`src/rtl/reset_seq_pkg.sv`:
```
// reset_seq_pkg: state encodings and default timing constants shared by the reset sequencer.
// Rev 1.0
`default_nettype none

package reset_seq_pkg;

   localparam int DEF_DEBOUNCE_CYCLES = 16;
   localparam int DEF_STAGE_DELAY     = 8;
   localparam int DEF_SW_RST_CYCLES   = 4;
   localparam int CNT_W               = 8;

   typedef enum logic [2:0] {
      ST_HOLD       = 3'd0,
      ST_DEBOUNCE   = 3'd1,
      ST_REL_CORE   = 3'd2,
      ST_REL_PERIPH = 3'd3,
      ST_RUN        = 3'd4,
      ST_SW_RST     = 3'd5
   } seq_state_t;

   // Terminal counter value for a phase that lasts 'cycles' clock cycles.
   function automatic logic [CNT_W-1:0] last_count(input int cycles);
      return CNT_W'(cycles - 1);
   endfunction

endpackage

`default_nettype wire

```
`src/rtl/sync_2ff.sv`:
```
// sync_2ff: two-flop level synchronizer with asynchronous active-low clear.
// Rev 1.0
`default_nettype none

module sync_2ff (
   input  logic clk,
   input  logic rst_n,
   input  logic i_d,
   output logic o_q
);

   logic r_meta;
   logic r_sync;

   always_ff @(posedge clk or negedge rst_n) begin
      if (!rst_n) begin
         r_meta <= 1'b0;
         r_sync <= 1'b0;
      end else begin
         r_meta <= i_d;
         r_sync <= r_meta;
      end
   end

   assign o_q = r_sync;

endmodule

`default_nettype wire

```
`src/rtl/reset_sequencer.sv`:
```
// reset_sequencer: debounces POR/supply-good and releases core, peripheral and user resets in order.
// Rev 1.0
`default_nettype none

module reset_sequencer
   import reset_seq_pkg::*;
#(
   parameter int DEBOUNCE_CYCLES = DEF_DEBOUNCE_CYCLES,
   parameter int STAGE_DELAY     = DEF_STAGE_DELAY,
   parameter int SW_RST_CYCLES   = DEF_SW_RST_CYCLES
) (
   input  logic       clock,
   input  logic       resetb,
   input  logic       porb_raw,
   input  logic       pwr_good,
   input  logic       sw_reset_req,
   output logic       rstb_core,
   output logic       rstb_periph,
   output logic       rstb_user,
   output logic       seq_busy,
   output logic [2:0] seq_state,
   output logic [7:0] drop_count
);

   localparam logic [CNT_W-1:0] c_DEB_LAST   = last_count(DEBOUNCE_CYCLES);
   localparam logic [CNT_W-1:0] c_STAGE_LAST = last_count(STAGE_DELAY);
   localparam logic [CNT_W-1:0] c_SW_LAST    = last_count(SW_RST_CYCLES);

   logic             w_por_s;
   logic             w_pwr_s;
   logic             w_ok_s;

   seq_state_t       r_state;
   seq_state_t       w_state_nxt;
   logic [CNT_W-1:0] r_cnt;
   logic [CNT_W-1:0] w_cnt_nxt;
   logic             w_timed;
   logic             r_rstb_core;
   logic             r_rstb_periph;
   logic             r_rstb_user;
   logic [7:0]       r_drop_cnt;
   logic             w_core_nxt;
   logic             w_periph_nxt;
   logic             w_user_nxt;
   logic             w_drop_inc;

   sync_2ff u_sync_por (
      .clk   (clock),
      .rst_n (resetb),
      .i_d   (porb_raw),
      .o_q   (w_por_s)
   );

   sync_2ff u_sync_pwr (
      .clk   (clock),
      .rst_n (resetb),
      .i_d   (pwr_good),
      .o_q   (w_pwr_s)
   );

   assign w_ok_s = w_por_s & w_pwr_s;

   // State register; reset outputs are registered from the next state so they change on the same edge.
   always_ff @(posedge clock or negedge resetb) begin
      if (!resetb) begin
         r_state       <= ST_HOLD;
         r_cnt         <= '0;
         r_rstb_core   <= 1'b0;
         r_rstb_periph <= 1'b0;
         r_rstb_user   <= 1'b0;
         r_drop_cnt    <= '0;
      end else begin
         r_state       <= w_state_nxt;
         r_cnt         <= w_cnt_nxt;
         r_rstb_core   <= w_core_nxt;
         r_rstb_periph <= w_periph_nxt;
         r_rstb_user   <= w_user_nxt;
         if (w_drop_inc) begin
            r_drop_cnt <= r_drop_cnt + 8'd1;
         end
      end
   end

   always_comb begin
      w_state_nxt = r_state;
      case (r_state)
         ST_HOLD: begin
            if (w_ok_s) w_state_nxt = ST_DEBOUNCE;
         end
         ST_DEBOUNCE: begin
            if (!w_ok_s)                  w_state_nxt = ST_HOLD;
            else if (r_cnt == c_DEB_LAST) w_state_nxt = ST_REL_CORE;
         end
         ST_REL_CORE: begin
            if (!w_ok_s)                    w_state_nxt = ST_HOLD;
            else if (r_cnt == c_STAGE_LAST) w_state_nxt = ST_REL_PERIPH;
         end
         ST_REL_PERIPH: begin
            if (!w_ok_s)                    w_state_nxt = ST_HOLD;
            else if (r_cnt == c_STAGE_LAST) w_state_nxt = ST_RUN;
         end
         ST_RUN: begin
            // Supply loss outranks a simultaneous software request.
            if (!w_ok_s)           w_state_nxt = ST_HOLD;
            else if (sw_reset_req) w_state_nxt = ST_SW_RST;
         end
         ST_SW_RST: begin
            if (!w_ok_s)                 w_state_nxt = ST_HOLD;
            else if (r_cnt == c_SW_LAST) w_state_nxt = ST_REL_CORE;
         end
         default: w_state_nxt = ST_HOLD;
      endcase
   end

   always_comb begin
      w_timed = (r_state == ST_DEBOUNCE) || (r_state == ST_REL_CORE) ||
                (r_state == ST_REL_PERIPH) || (r_state == ST_SW_RST);
      w_cnt_nxt = '0;
      if (w_timed && (w_state_nxt == r_state)) begin
         w_cnt_nxt = (r_cnt == '1) ? r_cnt : r_cnt + 8'd1;
      end

      w_core_nxt   = (w_state_nxt == ST_REL_CORE) || (w_state_nxt == ST_REL_PERIPH) ||
                     (w_state_nxt == ST_RUN)      || (w_state_nxt == ST_SW_RST);
      w_periph_nxt = (w_state_nxt == ST_REL_PERIPH) || (w_state_nxt == ST_RUN);
      w_user_nxt   = (w_state_nxt == ST_RUN);
      w_drop_inc   = (r_state == ST_RUN) && (w_state_nxt == ST_HOLD) && (r_drop_cnt != 8'hFF);
   end

   assign rstb_core   = r_rstb_core;
   assign rstb_periph = r_rstb_periph;
   assign rstb_user   = r_rstb_user;
   assign seq_busy    = (r_state != ST_RUN);
   assign seq_state   = r_state;
   assign drop_count  = r_drop_cnt;

endmodule

`default_nettype wire

```
`config.mk`:
```
export PLATFORM = sky130hd
export DESIGN_NAME = reset_sequencer
export DESIGN_NICKNAME = d
export VERILOG_FILES = /design/src/rtl/reset_seq_pkg.sv /design/src/rtl/sync_2ff.sv /design/src/rtl/reset_sequencer.sv
export SDC_FILE = /design/constraint.sdc
export NUM_CORES = 1
export LEC_CHECK = 0
export BUFFER_PORTS_ARGS = -buffer_cell sky130_fd_sc_hd__buf_2
export CORE_ASPECT_RATIO = 0.75
export CORE_MARGIN = 1
export CORE_UTILIZATION = 55
export DETAILED_ROUTE_END_ITERATION = 10
export HOLD_SLACK_MARGIN = 0.02
export PLACE_DENSITY = 0.77
export RECOVER_POWER = 100
export REMOVE_ABC_BUFFERS = 1
export SLEW_MARGIN = 20
export SYNTH_ARGS = -nofsm -noshare
export SYNTH_HDL_FRONTEND = slang
export SYNTH_SLANG_ARGS = --single-unit
```
`constraint.sdc`:
```
create_clock -name clock -period 2.4 [get_ports clock]
set_clock_uncertainty 0.05 [all_clocks]
set_input_delay 0.12 -clock clock [delete_from_list [all_inputs] [get_ports clock]]
set_output_delay 0.12 -clock clock [all_outputs]
set_load 0.05 [all_outputs]
```
Word-level counts from Yosys, hierarchy flattened:

Cells that the tools add are included.

* flip-flop bits (word level): 26
* logic and storage cells: 56
* bits of input ports: 5
* output and inout port bits: 15

* bitwise operators: 1
* equality and inequality tests: 17
* $add $sub $neg: 2
* mux-type cells: 14
* reduce and logical (&&, ||, !) cells: 12

Operators by type and width (count)
* two-way mux 3 bit: 11
* one-hot mux 3 bit (6 select lines): 1
* adder 8 x 1 -> 8 bit, second input constant: 2
* two-way mux 8 bit: 2
* == test 3 x 2 -> 1 bit, second input constant: 4
* == test 3 bit, second input constant: 4
* == test 8 x 2 -> 1 bit, second input constant: 1
* == test 8 x 3 -> 1 bit, second input constant: 1
* == test 8 x 4 -> 1 bit, second input constant: 1
* == test 8 bit, second input constant: 1
* != test 8 bit, second input constant: 1
* logical OR 1 bit: 7
* zero test 3 bit: 2
* == test 3 x 1 -> 1 bit, second input constant: 1
* == test 3 bit: 1
* logical AND 1 bit: 3
* != test 3 bit, second input constant: 1
* != test 2 bit, second input constant: 1
* bitwise AND 1 bit: 1

Depth between registers and ports, before layout:

* depth after elaboration: 8
* depth in mapped cells: 7
* gate-level depth less buffers: 6

Modules after synthesis:

Synthesis repeated with hierarchy kept, for this count alone.

* cell total of the unflattened synthesis: 126
* area total of the unflattened synthesis: 1313.8 µm²

Modules (own cells, without submodules)
* reset_sequencer: area each 1213.7 µm², cells an instance 122, seq. area each 550.5 µm², times used 1
* sync_2ff: area each 50.0 µm², cells an instance 2, seq. area each 50.0 µm², times used 2

Worst setup path after synthesis:

OpenSTA, ideal clock, no wires.

* kind: flip-flop to flip-flop
* start: reg r_state[2] (netlist: seq_state[2])
* end: reg r_drop_cnt[6] (netlist: drop_count[6])
* library setup time: 82 ps
* data required time: 2268 ps
* arrival time: 2087 ps
* path slack: 181 ps
* cell stages (with the launch flop): 6
* path buffers: 0
* clock period less this slack: 2219 ps
* path through: dfrtp_1 or3b_1 a41oi_1 nand3_1 nor3_1 xor2_1

* cells in the longest elaborated chain, start to end: 6
* elaborated cells between the ends (all ways): 21
* classes of those cells: 5 x eq/ne; 12 x mux; 4 x reduce/logical

Ends and longest elaborated chain
* start: declaration: RTL line reset_sequencer.sv:33 `seq_state_t r_state;`
* start signal: assignment: RTL line reset_sequencer.sv:73 `r_state <= w_state_nxt;`
* two-way mux 3 bit, on equally long branches (2 in a row)
* one-hot mux 3 bit (6 select lines): RTL line reset_sequencer.sv:86 `case (r_state)`
* zero test 3 bit: RTL line reset_sequencer.sv:127 `w_drop_inc = (r_state == ST_RUN) && (w_state_nxt == ST_HOLD) && (r_drop_cnt != 8'hFF);`
* logical AND 1 bit (*) (2 in a row): RTL line reset_sequencer.sv:127
* end signal: assignment: RTL line reset_sequencer.sv:79 `r_drop_cnt <= r_drop_cnt + 8'd1;`
* end: declaration: RTL line reset_sequencer.sv:41 `logic [7:0] r_drop_cnt;`

Mark *: on every way between the ends. The rest lies on a longest branch, timed or not.
A chain may end at the register's enable or synchronous reset.

Worst setup path in the final report:

* start: reg r_cnt[0]
* end: reg r_cnt[6]

* cells in the longest elaborated chain, start to end: 7
* elaborated cells between the ends (all ways): 19
* classes of those cells: 1 x add/sub; 6 x eq/ne; 11 x mux; 1 x reduce/logical

Ends and longest elaborated chain
* start: declaration: RTL line reset_sequencer.sv:35 `logic [CNT_W-1:0] r_cnt;`
* start signal: assignment: RTL line reset_sequencer.sv:74 `r_cnt <= w_cnt_nxt;`
* == test 8 x 2 -> 1 bit (tied with other cells): RTL line reset_sequencer.sv:109 `else if (r_cnt == c_SW_LAST) w_state_nxt = ST_REL_CORE;`
* two-way mux 3 bit, on equally long branches (2 in a row)
* one-hot mux 3 bit (6 select lines): RTL line reset_sequencer.sv:86
* == test 3 bit: RTL line reset_sequencer.sv:119 `if (w_timed && (w_state_nxt == r_state)) begin`
* logical AND 1 bit: RTL line reset_sequencer.sv:119
* != test 2 bit (no line) or two-way mux 8 bit (tied branches)

Parallel ways exist; a longest one is shown, timed or not. The select of a mux whose other input is x is not followed.

==> qor.yml <==
crit_arrival_ns: 2.32
final_max_slew_viol_count: 0
tritoncts: "built"
fp-row-count: 15
grt_use_total: 0.216
post_drt_wl_per_cell_um: 14.0
grt_setup_unrepaired: "false"
ios: 20
synth_ff_type: "dfrtp_1"
htree_levels: 1
core_um2: 2380
grt_pass1_vias: 937
ys_types: 45
clock_tree.buffer_depth: 2
vias_per_cell: 5.73
place_hpwl_um: 1970
hp-start: "sw_reset_req"
synth_area_leader_cell: "dfrtp_1"
cp-end-kind: "flip-flop"
io_buffers: 19
clkSinkCount: 26
period_needed_ns: 2.12
hold_class: "primary input to flip-flop"
clk_pin_slew_worst_paths_ns: 0.14
outcome: "finished, final reports clean"
postCtsSetupRepairBufs: 0
power.leakage_nw: 0.669
synth-seq-area-share: 0.454
max_stage_delay_ns: 0.46
crit_type: "flip-flop to flip-flop"
grt_antenna_before_repair: 0
synthArstFlopShare: 1.00
yosys_warnings: 0
grt_pass1_wl_um: 4340
worst_slew_pin_slew_ns: 1.37
drt-initial-drc-count: 40
min_path_cells: 4
root_buffer: "clkbuf_4"
antenna_cells: 0
layout_common_cells: "26 x dfrtp_1, 16 x clkbuf_1, 15 x nor2_1"
ir_drop_mv: 0.305
wirelength_um: 2750
crit_slowest_cell: "dfrtp_1"
synth_area_leaders: "dfrtp_1 45%, nor2_1 3.9%, xnor2_1 3.1%"
gp_congestion: 0.824
grt_max_degree: 27
hold_viol: 0
dieArea_um2: 2820
final_common_cell: "dfrtp_1"
powerDensity_nw_per_um2: 445
layout.cells.non_filler: 197
drive_gt1_frac: 0.147
drv_cap: 0
crit_fanout: 9
vias: 1128
timing.fmax_mhz: 471
synth_edf_count: 0
syn_area_um2: 1430
drt.antenna.violating_nets: 0
setup_violations: 0
r2r-end: "r_cnt[6]"
clkLatencyLatePin_ns: 0.33
cts_made_buffers: 3
required_ns: 2.60
dp.cells: 190
reg2regPathDepth: 6
r2r_start: "r_cnt[0]"
die-width_um: 61.0
syn_avg_cell_area_um2: 10.2
die_h_um: 46.2
drc: 0
crit_start: "r_cnt[0]"
overflow: 0
slew_headroom: 0.0879
syn_inst: 140
fin_nets: 172
fillerInstances: 208
ys_seq_elements: 26
min_period_over_period: 0.884
area_delta_synth_final_pct: 9.77
initial_utilization: 0.602
final_util: 0.660
critPathLaunchType: "flip-flop"
whs_endpoint: "rstb_user"
critical_path.cell_chain: "ha_1 -> and3_1 -> a2111o_1 -> a31oi_1 -> o21ai_2 -> nor3_1"
dr.pass1.iters: 4
netlist.area_leader.share: 0.454
reg2reg_slack_ns: 0.28
tns_ns: 0
hold_ws_ns: 0.111
-- layer usage --
layer	wire length [um]	up-vias	track usage
li1	-	551	-
met1	1390	535	0.311
met2	1190	37	0.323
met3	141	5	0.0590
met4	30	0	0.0545
met5	0	-	0
-- worst max-delay path by stage --
stage / to / slack, ns / depth (start not counted)
2_1_floorplan: drop_count[6] / 0.06 / 5
3_3_place_gp: r_cnt[6] / 0.39 / 6
3_5_place_dp: r_cnt[6] / 0.33 / 6
4_1_cts: r_cnt[6] / 0.30 / 6
5_1_grt: r_cnt[6] / 0.1 / 6
6_report: r_cnt[6] / 0.28 / 6
-- flip-flops by register name, indices dropped and copies added (netlist names) --
register and flops:
u_sync_por.r_meta 1, r_cnt 8, u_sync_por.o_q 1, drop_count 8, u_sync_pwr.r_meta 1, rstb_user 1
u_sync_pwr.o_q 1, seq_state 3, rstb_core 1, rstb_periph 1
-- area by class of cell --
class                      instances  area [um2]  share of cell area
multi-input combinational        103         694               0.441
sequential                        26         651               0.413
timing repair buffer              26         135              0.0859
tap                               34        42.5              0.0270
clock buffer                       4        36.3              0.0231
inverter                           4        15.0             0.00954
-- kinds of logic (layout without fill, tap and decap cells) --
group / Yosys count / after routing / synth area share
AOI/OAI and AO/OA: 30 / 30 / 0.149
xor gates and xnor gates: 9 / 9 / 0.0550
adders and majority gates: 3 / 3 / 0.0262
buffers and inverters: 11 / 34 / 0.0515
DFF: 26 / 26 / 0.454
muxes: 2 / 2 / 0.0148
and+or+nand+nor: 59 / 59 / 0.250
-- timing repair --
item / in CTS / in global routing
resized for setup: 0 / 0
hold buffers: 3 / 0
endpoints found under the hold margin: 28 / 0
-- critical path: cells and delay by family (launching register included) --
family          cells  cell delay, ns
flops               1            0.46
simple gates        2            0.50
fa+ha+maj           1            0.24
compound gates      3            0.80
-- synth_stat cells (2+ instances only) --
library cell and count:
a21oi_1 8, a311oi_1 2, and4_1 3, nand2_1 10, nand4b_1 2, inv_1 4
a31oi_1 4, buf_2 2, buf_4 2, xnor2_1 5, nor3_2 2, nand4_1 3
and4_2 2, ha_1 3, xor2_1 4, and2_1 2, dfrtp_1 26, nor2_1 15
a2111o_1 2, buf_6 3, nand3_1 7, o21ai_0 4, and2b_2 3
-- where the power goes --
part / internal [mW] / switching, mW
registers: 0.443 / 0.00286
clock network: 0.0930 / 0.127
logic: 0.0122 / 0.0224
total: 0.548 / 0.152
-- metrics by stage --
step | area (um2) | worst slack [ns] | power, mW
2_1_floorplan | 1380 | 0.0638 | 0.469
3_3_place_gp | 1540 | 0.392 | 0.485
3_5_place_dp | 1540 | 0.330 | 0.486
4_1_cts | 1610 | 0.296 | 0.711
5_1_grt | 1570 | 0.0981 | 0.729
6_report | 1570 | 0.277 | 0.700
Note: power is estimated with default switching activity, not from simulation.
